$ cat src/rtl/dsss_pkg.sv
// Shared types and default LFSR constants for the DSSS spreader/despreader pair.
package dsss_pkg;

  typedef enum logic {
    MODE_FIXED   = 1'b0,
    MODE_RUNNING = 1'b1
  } mode_e;

  typedef enum logic [1:0] {
    FILL   = 2'd0,
    IDLE   = 2'd1,
    SPREAD = 2'd2
  } state_e;

  localparam int         DEF_LFSR_W    = 9;
  localparam logic [8:0] DEF_LFSR_POLY = 9'h110;  // x^9 + x^5 + 1
  localparam logic [8:0] DEF_LFSR_SEED = 9'h1FF;

endpackage

$ cat src/rtl/dsss_spreader_lfsr.sv
// Fibonacci LFSR chip source; output is the MSB, feedback enters at bit 0.
module lfsr_gen
  import dsss_pkg::*;
#(
  parameter int               WIDTH = DEF_LFSR_W,
  parameter logic [WIDTH-1:0] POLY  = DEF_LFSR_POLY,
  parameter logic [WIDTH-1:0] SEED  = DEF_LFSR_SEED
) (
  input  logic i_clk,
  input  logic i_reset,
  input  logic i_load,
  input  logic i_step,
  output logic o_bit
);

  logic [WIDTH-1:0] state;
  logic             feedback;

  assign feedback = ^(state & POLY);
  assign o_bit    = state[WIDTH-1];

  // Load wins over step so a reseed is never lost to a coincident chip advance.
  always_ff @(posedge i_clk or posedge i_reset) begin
    if (i_reset)     state <= SEED;
    else if (i_load) state <= SEED;
    else if (i_step) state <= {state[WIDTH-2:0], feedback};
  end

endmodule

$ cat src/rtl/dsss_spreader.sv
// Direct-sequence spreader: each input bit is XOR-ed with SF chips, either from a
// stored code (fixed mode) or straight from a free-running LFSR (running mode).
module dsss_spreader
  import dsss_pkg::*;
#(
  parameter int                SF_MAX     = 32,
  parameter int                SF_DEFAULT = 24,
  parameter int                LFSR_W     = 9,
  parameter logic [LFSR_W-1:0] LFSR_POLY  = 9'h110,
  parameter logic [LFSR_W-1:0] LFSR_SEED  = 9'h1FF,
  parameter int                SF_W       = $clog2(SF_MAX + 1)
) (
  input  logic            i_clk,
  input  logic            i_reset,
  input  logic [SF_W-1:0] i_sf,
  input  logic            i_mode,
  input  logic            i_cfg_load,
  input  logic            i_data,
  input  logic            i_valid,
  output logic            o_ready,
  output logic            o_data,
  output logic            o_valid,
  input  logic            i_ready,
  output logic            o_last,
  output logic            o_busy
);

  localparam int              IDX_W  = $clog2(SF_MAX);
  localparam logic [SF_W-1:0] SF_LO  = SF_W'(2);
  localparam logic [SF_W-1:0] SF_HI  = SF_W'(SF_MAX);
  localparam logic [SF_W-1:0] SF_RST = SF_W'(SF_DEFAULT);

  function automatic logic [SF_W-1:0] clamp_sf(input logic [SF_W-1:0] sf_in);
    if (sf_in < SF_LO) return SF_LO;
    if (sf_in > SF_HI) return SF_HI;
    return sf_in;
  endfunction

  state_e            state;
  mode_e             mode, pend_mode, cfg_mode;
  logic [SF_W-1:0]   sf, pend_sf, cfg_sf;
  logic              pend;
  logic [IDX_W-1:0]  idx, idx_last;
  logic [SF_MAX-1:0] code;
  logic              active_bit, buf_valid, buf_bit;
  logic              accept, chip_hs, at_last, fill_done, go_fill, cfg_req;
  logic              lfsr_bit, lfsr_step;

  always_comb begin
    cfg_req   = i_cfg_load | pend;
    cfg_sf    = i_cfg_load ? clamp_sf(i_sf) : pend_sf;
    cfg_mode  = i_cfg_load ? mode_e'(i_mode) : pend_mode;
    idx_last  = IDX_W'(sf - 1'b1);
    at_last   = (idx == idx_last);
    o_valid   = (state == SPREAD);
    // A pending reconfiguration closes the input so the in-flight bits can drain.
    o_ready   = !pend && ((state == IDLE) || (state == SPREAD && !buf_valid));
    accept    = i_valid && o_ready;
    chip_hs   = o_valid && i_ready;
    fill_done = (mode == MODE_RUNNING) || at_last;
    go_fill   = 1'b0;
    case (state)
      FILL:    go_fill = fill_done && cfg_req;
      IDLE:    go_fill = cfg_req && !accept;
      SPREAD:  go_fill = chip_hs && at_last && !buf_valid && !accept && cfg_req;
      default: go_fill = 1'b0;
    endcase
    lfsr_step = (state == FILL && mode == MODE_FIXED) ||
                (state == SPREAD && mode == MODE_RUNNING && chip_hs);
    o_data    = o_valid && (active_bit ^ ((mode == MODE_FIXED) ? code[idx] : lfsr_bit));
    o_last    = o_valid && at_last;
    o_busy    = (state != IDLE) || pend;
  end

  lfsr_gen #(
    .WIDTH(LFSR_W),
    .POLY (LFSR_POLY),
    .SEED (LFSR_SEED)
  ) u_lfsr (
    .i_clk  (i_clk),
    .i_reset(i_reset),
    .i_load (go_fill),
    .i_step (lfsr_step),
    .o_bit  (lfsr_bit)
  );

  always_ff @(posedge i_clk or posedge i_reset) begin
    if (i_reset) begin
      state      <= FILL;
      mode       <= MODE_FIXED;
      sf         <= SF_RST;
      pend       <= 1'b0;
      pend_sf    <= '0;
      pend_mode  <= MODE_FIXED;
      idx        <= '0;
      // NOTE: the code store is a flat register, so it is cleared like any other state.
      code       <= '0;
      active_bit <= 1'b0;
      buf_valid  <= 1'b0;
      buf_bit    <= 1'b0;
    end else begin
      if (i_cfg_load) begin
        pend      <= 1'b1;
        pend_sf   <= clamp_sf(i_sf);
        pend_mode <= mode_e'(i_mode);
      end
      if (go_fill) begin
        state <= FILL;
        sf    <= cfg_sf;
        mode  <= cfg_mode;
        pend  <= 1'b0;
        idx   <= '0;
      end else begin
        case (state)
          FILL: begin
            if (mode == MODE_FIXED) code[idx] <= lfsr_bit;
            if (fill_done) begin
              state <= IDLE;
              idx   <= '0;
            end else begin
              idx <= idx + 1'b1;
            end
          end
          IDLE: begin
            if (accept) begin
              active_bit <= i_data;
              idx        <= '0;
              state      <= SPREAD;
            end
          end
          SPREAD: begin
            if (accept && !(chip_hs && at_last)) begin
              buf_bit   <= i_data;
              buf_valid <= 1'b1;
            end
            if (chip_hs) begin
              if (!at_last) begin
                idx <= idx + 1'b1;
              end else begin
                idx <= '0;
                if (buf_valid) begin
                  active_bit <= buf_bit;
                  buf_valid  <= 1'b0;
                end else if (accept) begin
                  active_bit <= i_data;
                end else begin
                  state <= IDLE;
                end
              end
            end
          end
          default: state <= FILL;
        endcase
      end
    end
  end

endmodule

$ cat config.mk
export PLATFORM = sky130hd
export DESIGN_NAME = dsss_spreader
export DESIGN_NICKNAME = d
export VERILOG_FILES = /design/src/rtl/dsss_pkg.sv /design/src/rtl/dsss_spreader_lfsr.sv /design/src/rtl/dsss_spreader.sv
export SDC_FILE = /design/constraint.sdc
export NUM_CORES = 1
export LEC_CHECK = 0
export CELL_PAD_IN_SITES_DETAIL_PLACEMENT = 0
export CELL_PAD_IN_SITES_GLOBAL_PLACEMENT = 2
export CORE_MARGIN = 10
export CORE_UTILIZATION = 45
export CTS_BUF_LIST = sky130_fd_sc_hd__clkbuf_16
export CTS_CLUSTER_DIAMETER = 200
export DETAILED_ROUTE_END_ITERATION = 8
export DONT_BUFFER_PORTS = 1
export PLACE_DENSITY_LB_ADDON = 0.1
export SYNTH_ARGS = -nofsm -noshare
export SYNTH_HDL_FRONTEND = slang
export SYNTH_SLANG_ARGS = --single-unit
$ cat constraint.sdc
create_clock -name i_clk -period 7.4 [get_ports i_clk]
set_input_delay 1.48 -clock i_clk [delete_from_list [all_inputs] [get_ports i_clk]]
set_output_delay 1.48 -clock i_clk [all_outputs]
set_load 0.005 [all_outputs]
Yosys cells after proc, flatten, opt, wreduce, memory -nomap -nowiden
Cells that the tools add are included.

storage, ports and cells
  bits in registers = 64
  bits in latches = 0
  memory bits (writable) = 0
  ROM bits = 0
  input bits = 13
  output and inout port bits = 5
  logic and storage cells = 119
  memories kept = 0

cells by class
  add/sub/neg operators = 2
  multipliers = 0
  div/mod/pow operators = 0
  magnitude comparators = 4
  equal/unequal tests = 12
  shift operators = 0
  muxes and demuxes = 48
  bitwise gates (word level) = 4
  reductions and logical operators = 37

operator list
  operator             number
  $mux 5               12
  $bwmux 32            1
  $mux 1               20
  $mux 9               2
  $logic_and 1x1->1    17
  $pmux 5 s3           1
  $mux 2               7
  $reduce_and 3->1     3
  $reduce_xor 9->1     1
  $gt 6x6->1 const B   1
  $lt 5x6->1 const B   1
  $lt 6x2->1 const B   1
  $ne 2x1->1 const B   3
  $ne 3x1->1 const B   2
  $ne 3x2->1 const B   2
  $ne 3x3->1 const B   2
  $pmux 2 s3           1
  $reduce_and 6->1     1
  $reduce_bool 2->1    3
  $add 5x1->5 const B  1
  $bmux 1 s5           1
  $demux 1 s5          1
  $eq 5x5->1           1
  $ge 5x1->1 const B   1
  other kinds (14)     21

Logic depth before layout (Yosys ltp)
Gate-level depths: netlist of run 1.

  word-level depth = 11
  depth in mapped cells = 10
  gate-level depth less buffers = 8

By module
A second synthesis of run 1 with hierarchy kept.

unflattened totals
  cells, all modules = 375
  area total of the unflattened synthesis = 3846.2 µm²

by module, submodules not included
  module         times used  cells each  area an instance (µm²)  seq. area each (µm²)
  dsss_spreader  1           344         3460.8                  1378.8
  lfsr_gen       1           31          385.4                   236.5

Least setup slack after synthesis of run 1
No wires, ideal clock.

  path type = register -> output
  start point = register idx[0]
  end point = output o_data
  arrival = 1980 ps
  data required time = 5920 ps
  path slack = 3940 ps
  stages on the path, launching flop included = 8
  buffers on the path = 1
  path through = dfrtp_1 > buf_2 > mux4_2 > a31oi_1 > o21ai_0 > o32ai_1 > xor2_1 > nor2_1

between the ends
  longest elaborated chain between the ends = 5

RTL lines
  what                          line                  RTL
  start, declared               dsss_spreader.sv:43   logic [IDX_W-1:0] idx, idx_last;
  start signal, assigned        dsss_spreader.sv:121  idx <= idx + 1'b1;
  start signal, assigned        dsss_spreader.sv:138  idx <= idx + 1'b1;
  $bmux 1 s5                    dsss_spreader.sv:70   o_data = o_valid && (active_bit ^ ((mode == MODE_FIXED) ? code[idx] : lfsr_bit));
  $mux 1 (implied by the code)  dsss_spreader.sv:70
  $mux 1                        dsss_spreader.sv:70
  $xor 1x1->1                   dsss_spreader.sv:70
  $logic_and 1x1->1             dsss_spreader.sv:70
  end, declared                 dsss_spreader.sv:21   output logic o_data,

Every way passes these cells. The select of a mux whose other input is x is not followed.

Worst setup path after layout of run 1
Same ends and word-level chain as after synthesis.

==> out/metrics.yaml, run 1 <==
hold_path:
  hold_class: "flip-flop to flip-flop"
timing:
  tightest_slew_ps: 825.4
  post-route-min-period_ps: 4359
  period_share_pct: 58.91
  fin_skew_ps: 5.714
  tns_ps: 0
  hold_viol: 0
  worst_slack_ps: 3041
  timing.fmax_mhz: 229.4
  relSlewSlack_pct: 44.97
  slew_viol_final: 0
  setup_viol: 0
  rsz0062_at_grt: "no"
clock_network:
  cts_tree: "yes"
  cts.sinks: 64
  cts_buffer_depth: 2
  cts_resized: 0
  clock_latency_ps: 330
  cts_buffers: 9
  ctsHoldBuffers: 0
  htreeDepth: 3
  post_cts_buffers: 0
  cts_root_buf: "clkbuf_16"
  clk_pin_slew_worst_paths_ps: 50
setup_path:
  crit_required_ps: 5920
  max_stage_delay_ps: 810
  critPathLaunchType: "flip-flop"
  cpMaxStageDelayCell: "dfrtp_1"
  arrival_ps: 2880
  path_class: "flip-flop to output port"
  cpLargestDelayFamily: "compound AO/OA/AOI/OAI gates"
  path_cells: "mux4_2 > a221oi_1 > a31oi_1 > o32ai_1 > xor2_1 > nor2_1"
  worstSetupEndpointType: "output port"
  r2r_slack_ps: 4420
  critical_path.max_fanout: 15
  crit_buf_inv: 0
placed_design:
  port_buffers: 0
  gp_congestion: 0.7543
  pre_cts_ws_ps: 3327
  place_area_sq_um: 3618
  dp_hpwl_um: 5268
cells_and_area:
  antenna_cells: 0
  finish.utilization_pct: 50.89
  final_common_cell: "dfrtp_1"
  area_delta_synth_final_pct: 9.665
  nNetsFinal: 360
  drive_gt1_share_pct: 13.12
  final_cell_mix: "dfrtp_1, nand2_1, nor3_1, mux2_1, nor2_1"
  fin_area_sq_um: 3933
global_route:
  track_usage_pct: 14.59
  antenna_found_initial: 0
  grt_pass1_wl_um: 13730
  grt_pass1_vias: 2668
  grt_max_degree: 65
  overflow: 0
floorplanning:
  fp.dieW_um: 109.3
  dieArea_sq_um: 11940
  core_area_sq_um: 7727
  die_y_um: 109.3
  rows: 32
  ioPinCount: 18
  start_util_pct: 46.41
route:
  avgRoutedWirePerCell_um: 18.23
  viasPerCell: 5.804
  drc: 0
  initialDrtViolationCount: 114
  ant_nets: 0
  firstDrtPassIters: 4
  vias: 2583
  wirelength_um: 8111
logic_synthesis:
  synth.cell_area_sq_um: 3586
  synthDistinctLibCells: 59
  synth-edff-count: 0
  synthFlopType: "dfrtp_1"
  synth.avg_cell_area_sq_um: 10.42
  synth_nets: 366
  ys.warnings.count: 0
  ys_seq_elements: 64
  async_flop_share_pct: 100.0
  syn_inst: 344
  yosysSeqAreaShare_pct: 45.05
job:
  max_cap_viol_count: 0
power:
  pwr_density_cell_nw_per_um2: 402.3
  p_leak_nw: 1.740
  totalPowerFinal_mw: 1.582
  peakVddDrop_mv: 0.1504
run_status:
  status: "complete, no violations"
[cells in the mapped netlist, types with 3 or more instances]
library cell / n / area (sq um)
dfrtp_1: 53 / 1326
nand2_1: 44 / 165.2
nor3_1: 40 / 200.2
mux2_1: 32 / 360.4
nor2_1: 18 / 67.56
inv_1: 14 / 52.55
nand3_1: 13 / 65.06
a21oi_1: 11 / 55.05
dfstp_2: 11 / 289.0
ha_1: 9 / 112.6
clkbuf_1: 8 / 30.03
mux4_2: 7 / 157.7
a31oi_1: 6 / 37.54
buf_2: 4 / 20.02
buf_6: 4 / 45.04
nand2b_1: 4 / 25.02
o21ai_1: 4 / 20.02
xnor2_1: 4 / 35.03
nand3b_1: 3 / 22.52
nand4_1: 3 / 18.77
nor2b_1: 3 / 18.77
nor4_1: 3 / 18.77
xor2_1: 3 / 26.28
[layout make-up]
cell class,count,area [sq um]
Sequential cell,64,1615
Clock buffer,9,225.2
Inverter,14,52.55
Clock inverter,7,88.84
Timing Repair Buffer,2,15.01
Fill cell,708,3795
Tap cell,102,127.6
Multi-Input combinational cell,247,1808
[state kept, by name, summed over array words and instances (netlist names), 2 cells and up]
register	count
code	32
idx	5
state	2
u_lfsr.state	9
sf	5
pend_sf	5
[per-layer routing]
| layer | vias to the layer above | wire length, um | GRT usage (%) | share of wire, % |
|---|---|---|---|---|
| li1 | 1229 | - | - | - |
| met1 | 1316 | 3834 | 18.84 | 47 |
| met5 | - | 0 | 0 | 0 |
| met2 | 30 | 3861 | 23.26 | 48 |
| met4 | 0 | 89 | 4.368 | 1.1 |
| met3 | 8 | 325 | 4.189 | 4.0 |
[per-stage QoR]
| step | std cells | hold WS [ps] |
|---|---|---|
| finish | 445 | 476.7 |
| global route | 445 | 495.6 |
| CTS | 445 | 480.3 |
| detailed placement | 429 | 468.0 |
| global placement | 429 | 466.3 |
| floorplan | 344 | 448.8 |
[final timing paths]
kind / from / to / depth (start not counted)
hold / removal: code[25] / code[25] / 1
setup / recovery: idx[0] / o_data / 6
setup reg to reg: idx[2] / buf_bit / 6
min in group asynchronous: i_reset / pend_sf[0] / 2
max in group asynchronous: i_reset / idx[2] / 2
hold reg to reg: code[25] / code[25] / 1
[kinds of logic (layout without fill, tap and decap cells)]
| kind of cell | count (synthesis) | in the layout | synth area share, % |
|---|---|---|---|
| buf+inv | 33 | 32 | 4.536 |
| compound gates | 49 | 49 | 10.40 |
| flops | 64 | 64 | 45.05 |
| fa+ha+maj | 9 | 9 | 3.140 |
| xor+xnor | 8 | 8 | 2.163 |
| simple gates | 137 | 137 | 18.11 |
| mux | 44 | 44 | 16.61 |
[power breakdown]
part | total [mW] | switching (mW) | leakage (nW) | internal [mW]
clock network | 0.450 | 0.158 | 0.153 | 0.292
logic | 0.586 | 0.368 | 0.763 | 0.218
registers | 0.546 | 0.105 | 0.825 | 0.441
[worst register-to-register path: stages, from the launching register on]
cell,delay [ps]
dfrtp_1,850
o21ba_1,240
a22oi_1,120
o2111ai_1,400
a22o_1,720
nand4_1,200
mux2_1,350
Note: power is estimated with default switching activity, not from simulation.
==> run 2: changes to the inputs <==
--- a/config.mk
+++ b/config.mk
@@ -8,7 +8,7 @@
 export CELL_PAD_IN_SITES_DETAIL_PLACEMENT = 0
 export CELL_PAD_IN_SITES_GLOBAL_PLACEMENT = 2
 export CORE_MARGIN = 10
-export CORE_UTILIZATION = 45
+export CORE_UTILIZATION = 42
 export CTS_BUF_LIST = sky130_fd_sc_hd__clkbuf_16
 export CTS_CLUSTER_DIAMETER = 200
 export DETAILED_ROUTE_END_ITERATION = 8
==> constraint.sdc (replaced) <==
create_clock -name i_clk -period 4.4 [get_ports i_clk]
set_input_delay 0.88 -clock i_clk [delete_from_list [all_inputs] [get_ports i_clk]]
set_output_delay 0.88 -clock i_clk [all_outputs]
set_load 0.005 [all_outputs]
==> run 2 against run 1 <==
Critical endpoint unchanged. Sequential power increased by 66%. Non-clock buffer count increased by 2. Register-to-register slack got worse by 3000 ps. Critical path depth increased by 1. Worst hold slack about the same. Worst setup slack got worse by 2100 ps. Final area about the same. Combinational power increased by 72%. Sequential share of layout area about the same. Sequential cell count unchanged. Final cell count increased by 1.1%. Largest power group unchanged. Clock-buffer cell count unchanged.
==> out/metrics.yaml, run 2 (same netlist as run 1, synthesis figures left out) <==
clock_network:
  cts.sinks: 64
  ctsHoldBuffers: 0
  htreeDepth: 3
  clock_latency_ps: 320
  cts_tree: "yes"
  cts_buffers: 9
  cts_resized: 0
  cts_root_buf: "clkbuf_16"
  post_cts_buffers: 0
  cts_buffer_depth: 2
  clk_pin_slew_worst_paths_ps: 50
setup_path:
  setup.worst_path.start: "idx[0]"
  ff2ff_path_depth: 8
  r2r_end: "code[15]"
  critical_path.max_fanout: 11
  arrival_ps: 2630
  worstSetupEndpointType: "output port"
  max_stage_delay_ps: 690
  critPathLaunchType: "flip-flop"
  r2r_slack_ps: 1430
  cpMaxStageDelayCell: "dfrtp_1"
  path_cells: "buf_4 > mux4_2 > a31oi_1 > o21ai_0 > o32ai_1 > xor2_1 > nor2_1"
  path_class: "flip-flop to output port"
  rr_startpoint: "state[0]"
  crit_path_end: "o_data"
  crit_required_ps: 3520
timing:
  period_share_pct: 79.73
  tns_ps: 0
  timing.fmax_mhz: 285.0
  holdWs_ps: 476.6
  post-route-min-period_ps: 3508
  setup_viol: 0
  slew_viol_final: 0
  tightest_slew_ps: 803.4
  hold_viol: 0
  fin_skew_ps: 5.939
  relSlewSlack_pct: 46.19
  rsz0062_at_grt: "no"
route:
  vias: 2519
  drc: 0
  firstDrtPassIters: 4
  ant_nets: 0
  wirelength_um: 8147
  avgRoutedWirePerCell_um: 18.10
  viasPerCell: 5.598
  initialDrtViolationCount: 161
floorplanning:
  dieArea_sq_um: 12630
  fp.dieW_um: 112.4
  core_area_sq_um: 8258
  start_util_pct: 43.42
  die_y_um: 112.4
  ioPinCount: 18
  rows: 33
cells_and_area:
  drive_gt1_share_pct: 13.62
  fillers: 765
  final_common_cell: "dfrtp_1"
  final_cell_mix: "dfrtp_1, nand2_1, nor3_1, mux2_1, nor2_1"
  regMostFlops: "code"
  largest_register_ffs: 32
  finish.utilization_pct: 47.67
  top_regs: "code (32), u_lfsr.state (9)"
  nNetsFinal: 362
  area_delta_synth_final_pct: 9.770
  antenna_cells: 0
global_route:
  track_usage_pct: 12.98
  grt_pass1_wl_um: 13660
  grt_pass1_vias: 2513
  antenna_found_initial: 0
  grt_max_degree: 39
  overflow: 0
job:
  max_cap_viol_count: 0
hold_path:
  hold_class: "flip-flop to flip-flop"
  min_from: "sf[4]"
placed_design:
  port_buffers: 0
  dp_hpwl_um: 5465
  gp_congestion: 0.7499
power:
  pwr_density_cell_nw_per_um2: 663.6
  peakVddDrop_mv: 0.3023
  p_leak_nw: 1.737
run_status:
  status: "complete, no violations"
run 2: final cells by class:
| cell class | count | area, sq um | share of cell area (%) |
|---|---|---|---|
| Clock buffer | 9 | 225.2 | 5.722 |
| Clock inverter | 7 | 73.82 | 1.875 |
| Inverter | 14 | 52.55 | 1.335 |
| Multi-Input combinational cell | 247 | 1808 | 45.93 |
| Sequential cell | 64 | 1615 | 41.04 |
| Tap cell | 105 | 131.4 | 3.338 |
| Timing Repair Buffer | 4 | 30.03 | 0.7629 |
run 2: metrics by stage:
step	std cells	setup slack, ps	cell area [sq um]	total power [mW]
after floorplan	344	1540	3586	1.746
after global placement	434	1204	3637	1.929
after detailed placement	434	1167	3637	1.931
after CTS	450	809.1	3936	2.655
after global routing	450	657.4	3936	2.810
final	450	891.8	3936	2.612
run 2: critical path, delay by kind of cell (launching register included):
family / cells / cell delay [ps]
AOI/OAI and AO/OA: 3 / 610
xor gates and xnor gates: 1 / 110
DFF: 1 / 690
and+or+nand+nor: 1 / 150
muxes: 1 / 490
buffers and inverters: 1 / 250
run 2: per-layer routing:
metal / track usage, % / wire (um) / up-vias
li1: - / - / 1244
met1: 17.84 / 3962 / 1235
met2: 20.24 / 3873 / 37
met3: 3.195 / 289 / 3
met4: 2.538 / 21 / 0
met5: 0 / 0 / -
run 2: worst min path at each step:
stage,end,cells after the start
final,sf[4],2
after global routing,u_lfsr.state[4],2
after floorplan,code[25],1
after detailed placement,sf[4],2
after global placement,code[7],1
after CTS,sf[4],2
run 2: power breakdown:
part / switching [mW] / leakage [nW] / internal [mW]
Combinational: 0.632 / 0.773 / 0.373
Clock: 0.264 / 0.139 / 0.438
Sequential: 0.163 / 0.825 / 0.741
==> run 3: changes to the inputs <==
--- a/config.mk
+++ b/config.mk
@@ -8,7 +8,7 @@
 export CELL_PAD_IN_SITES_DETAIL_PLACEMENT = 0
 export CELL_PAD_IN_SITES_GLOBAL_PLACEMENT = 2
 export CORE_MARGIN = 10
-export CORE_UTILIZATION = 42
+export CORE_UTILIZATION = 38
 export CTS_BUF_LIST = sky130_fd_sc_hd__clkbuf_16
 export CTS_CLUSTER_DIAMETER = 200
 export DETAILED_ROUTE_END_ITERATION = 8
==> constraint.sdc (replaced) <==
create_clock -name i_clk -period 2.95 [get_ports i_clk]
set_input_delay 0.59 -clock i_clk [delete_from_list [all_inputs] [get_ports i_clk]]
set_output_delay 0.59 -clock i_clk [all_outputs]
set_load 0.005 [all_outputs]
==> run 3 against run 2 <==
Die area is 8.6% higher. Final cell count is 3.6% higher. Clock power is 48% higher. Combinational power is 73% higher. Clock-buffer cell count stayed put. Critical path depth is 1 lower. Via count is 2.3% higher. Sequential share of layout area is 1.2 points lower. Clock skew is 1.5 ps lower. Non-clock buffer count is 10 higher.
==> out/metrics.yaml, run 3 (same netlist as run 1, synthesis figures left out) <==
setup_path:
  critPathLaunchType: "flip-flop"
  crit_required_ps: 2360
  path_class: "flip-flop to output port"
  arrival_ps: 2230
  worstSetupEndpointType: "output port"
  critical_path.max_fanout: 5
power:
  pwr_density_cell_nw_per_um2: 999.4
  p_leak_nw: 1.796
  peakVddDrop_mv: 0.5001
  totalPowerFinal_mw: 4.058
placed_design:
  port_buffers: 0
  gp_congestion: 0.7519
  place_area_sq_um: 3730
  dp_hpwl_um: 5666
  pre_cts_ws_ps: 136.2
timing:
  hold_viol: 0
  rsz0062_at_grt: "yes"
  slew_viol_final: 0
  tightest_slew_ps: 820.3
  worst_slack_ps: 133.7
  relSlewSlack_pct: 45.06
  setup_viol: 0
  post-route-min-period_ps: 2816
  timing.fmax_mhz: 355.1
  fin_skew_ps: 4.450
  period_share_pct: 95.47
route:
  wirelength_um: 8523
  firstDrtPassIters: 4
  viasPerCell: 5.532
  drc: 0
  ant_nets: 0
  vias: 2578
  initialDrtViolationCount: 180
  avgRoutedWirePerCell_um: 18.29
cells_and_area:
  largest_register_ffs: 32
  final_cell_mix: "dfrtp_1, nand2_1, nor3_1, mux2_1, nor2_1"
  fin_area_sq_um: 4060
  nNetsFinal: 372
  antenna_cells: 0
  final_common_cell: "dfrtp_1"
  regMostFlops: "code"
  fillers: 890
  drive_gt1_share_pct: 17.46
  area_delta_synth_final_pct: 13.22
  top_regs: "code (32), u_lfsr.state (9)"
clock_network:
  htreeDepth: 3
  ctsHoldBuffers: 0
  cts_buffer_depth: 2
  cts_tree: "yes"
  clock_latency_ps: 320
  cts_root_buf: "clkbuf_16"
  cts_buffers: 9
  cts.sinks: 64
  clk_pin_slew_worst_paths_ps: 50
floorplanning:
  ioPinCount: 18
  start_util_pct: 38.99
  die_y_um: 117.1
  dieArea_sq_um: 13720
  core_area_sq_um: 9196
  fp.dieW_um: 117.1
  rows: 35
global_route:
  overflow: 0
  track_usage_pct: 13.44
  grt_pass1_vias: 2710
  grt_max_degree: 46
  antenna_found_initial: 0
  grt_pass1_wl_um: 14550
job:
  max_cap_viol_count: 0
hold_path:
  hold_class: "input pin to asynchronous set/reset pin"
run_status:
  status: "complete, no violations"
[run 3: changes by cell type in the layout (fill, tap and decap cells not counted), moves of 2 or more]
| cell | before | now |
|---|---|---|
| dfrtp_1 | 53 | 51 |
| clkinv_2 | 0 | 2 |
| buf_12 | 0 | 2 |
| clkinvlp_4 | 3 | 1 |
| buf_6 | 0 | 2 |
| buf_4 | 4 | 10 |
| dfrtp_2 | 0 | 2 |
[run 3: critical path: stages, from the launching register on]
cell and delay [ps]:
dfrtp_2 450, mux4_2 530, a221oi_2 320, a31oi_2 70
o32ai_2 270, xor2_1 110, nor2_1 150
[run 3: path summary, 6_finish.rpt]
path                            start  slack [ps]         endpoint  cells after the start
min reg2reg                pend_sf[1]         480       pend_sf[1]                      2
min                           i_reset         280       pend_sf[4]                      1
max reg2reg                    idx[0]         280          code[6]                     10
min in group i_clk            i_sf[5]         370       pend_sf[2]                      1
max in group asynchronous     i_reset        1970  u_lfsr.state[3]                      2
max                            idx[0]         130           o_data                      6
[run 3: cell type report]
cell class	count	area, sq um	area share, %
Clock inverter	7	63.81	1.572
Tap cell	111	138.9	3.421
Sequential cell	64	1618	39.85
Inverter	14	52.55	1.294
Clock buffer	9	225.2	5.547
Timing Repair Buffer	14	137.6	3.390
Multi-Input combinational cell	247	1824	44.93
[run 3: power by group]
part           switching [mW]  leakage [nW]  internal (mW)
registers               0.164         0.822           1.11
clock network           0.390         0.144          0.646
logic                    1.08         0.831          0.675
[run 3: stage by stage]
stage / instances / hold slack [ps] / setup TNS (ps) / util, %
after floorplan: 344 / 448.8 / 0 / -
after global placement: 448 / 468.9 / 0 / 40.56
after detailed placement: 448 / 472.5 / 0 / 40.56
after CTS: 465 / 319.0 / 0 / 43.88
after global routing: 466 / 338.5 / -16.92 / 44.15
final: 466 / 278.9 / 0 / 44.15
[run 3: repair_timing]
action / 4_1_cts / 5_1_grt
buffers inserted: 1 / 2
pin swaps: 0 / 6
gates resized for setup: 2 / 7
endpoints found under the setup margin: 1 / 1
[run 3: per-layer routing]
layer	track usage [%]	vias up	share of wire (%)	wire, um
li1	-	1249	-	-
met1	18.53	1298	50	4275
met2	20.43	24	46	3921
met3	3.262	7	2.7	233
met4	3.871	0	1.1	93
met5	0	-	0	0
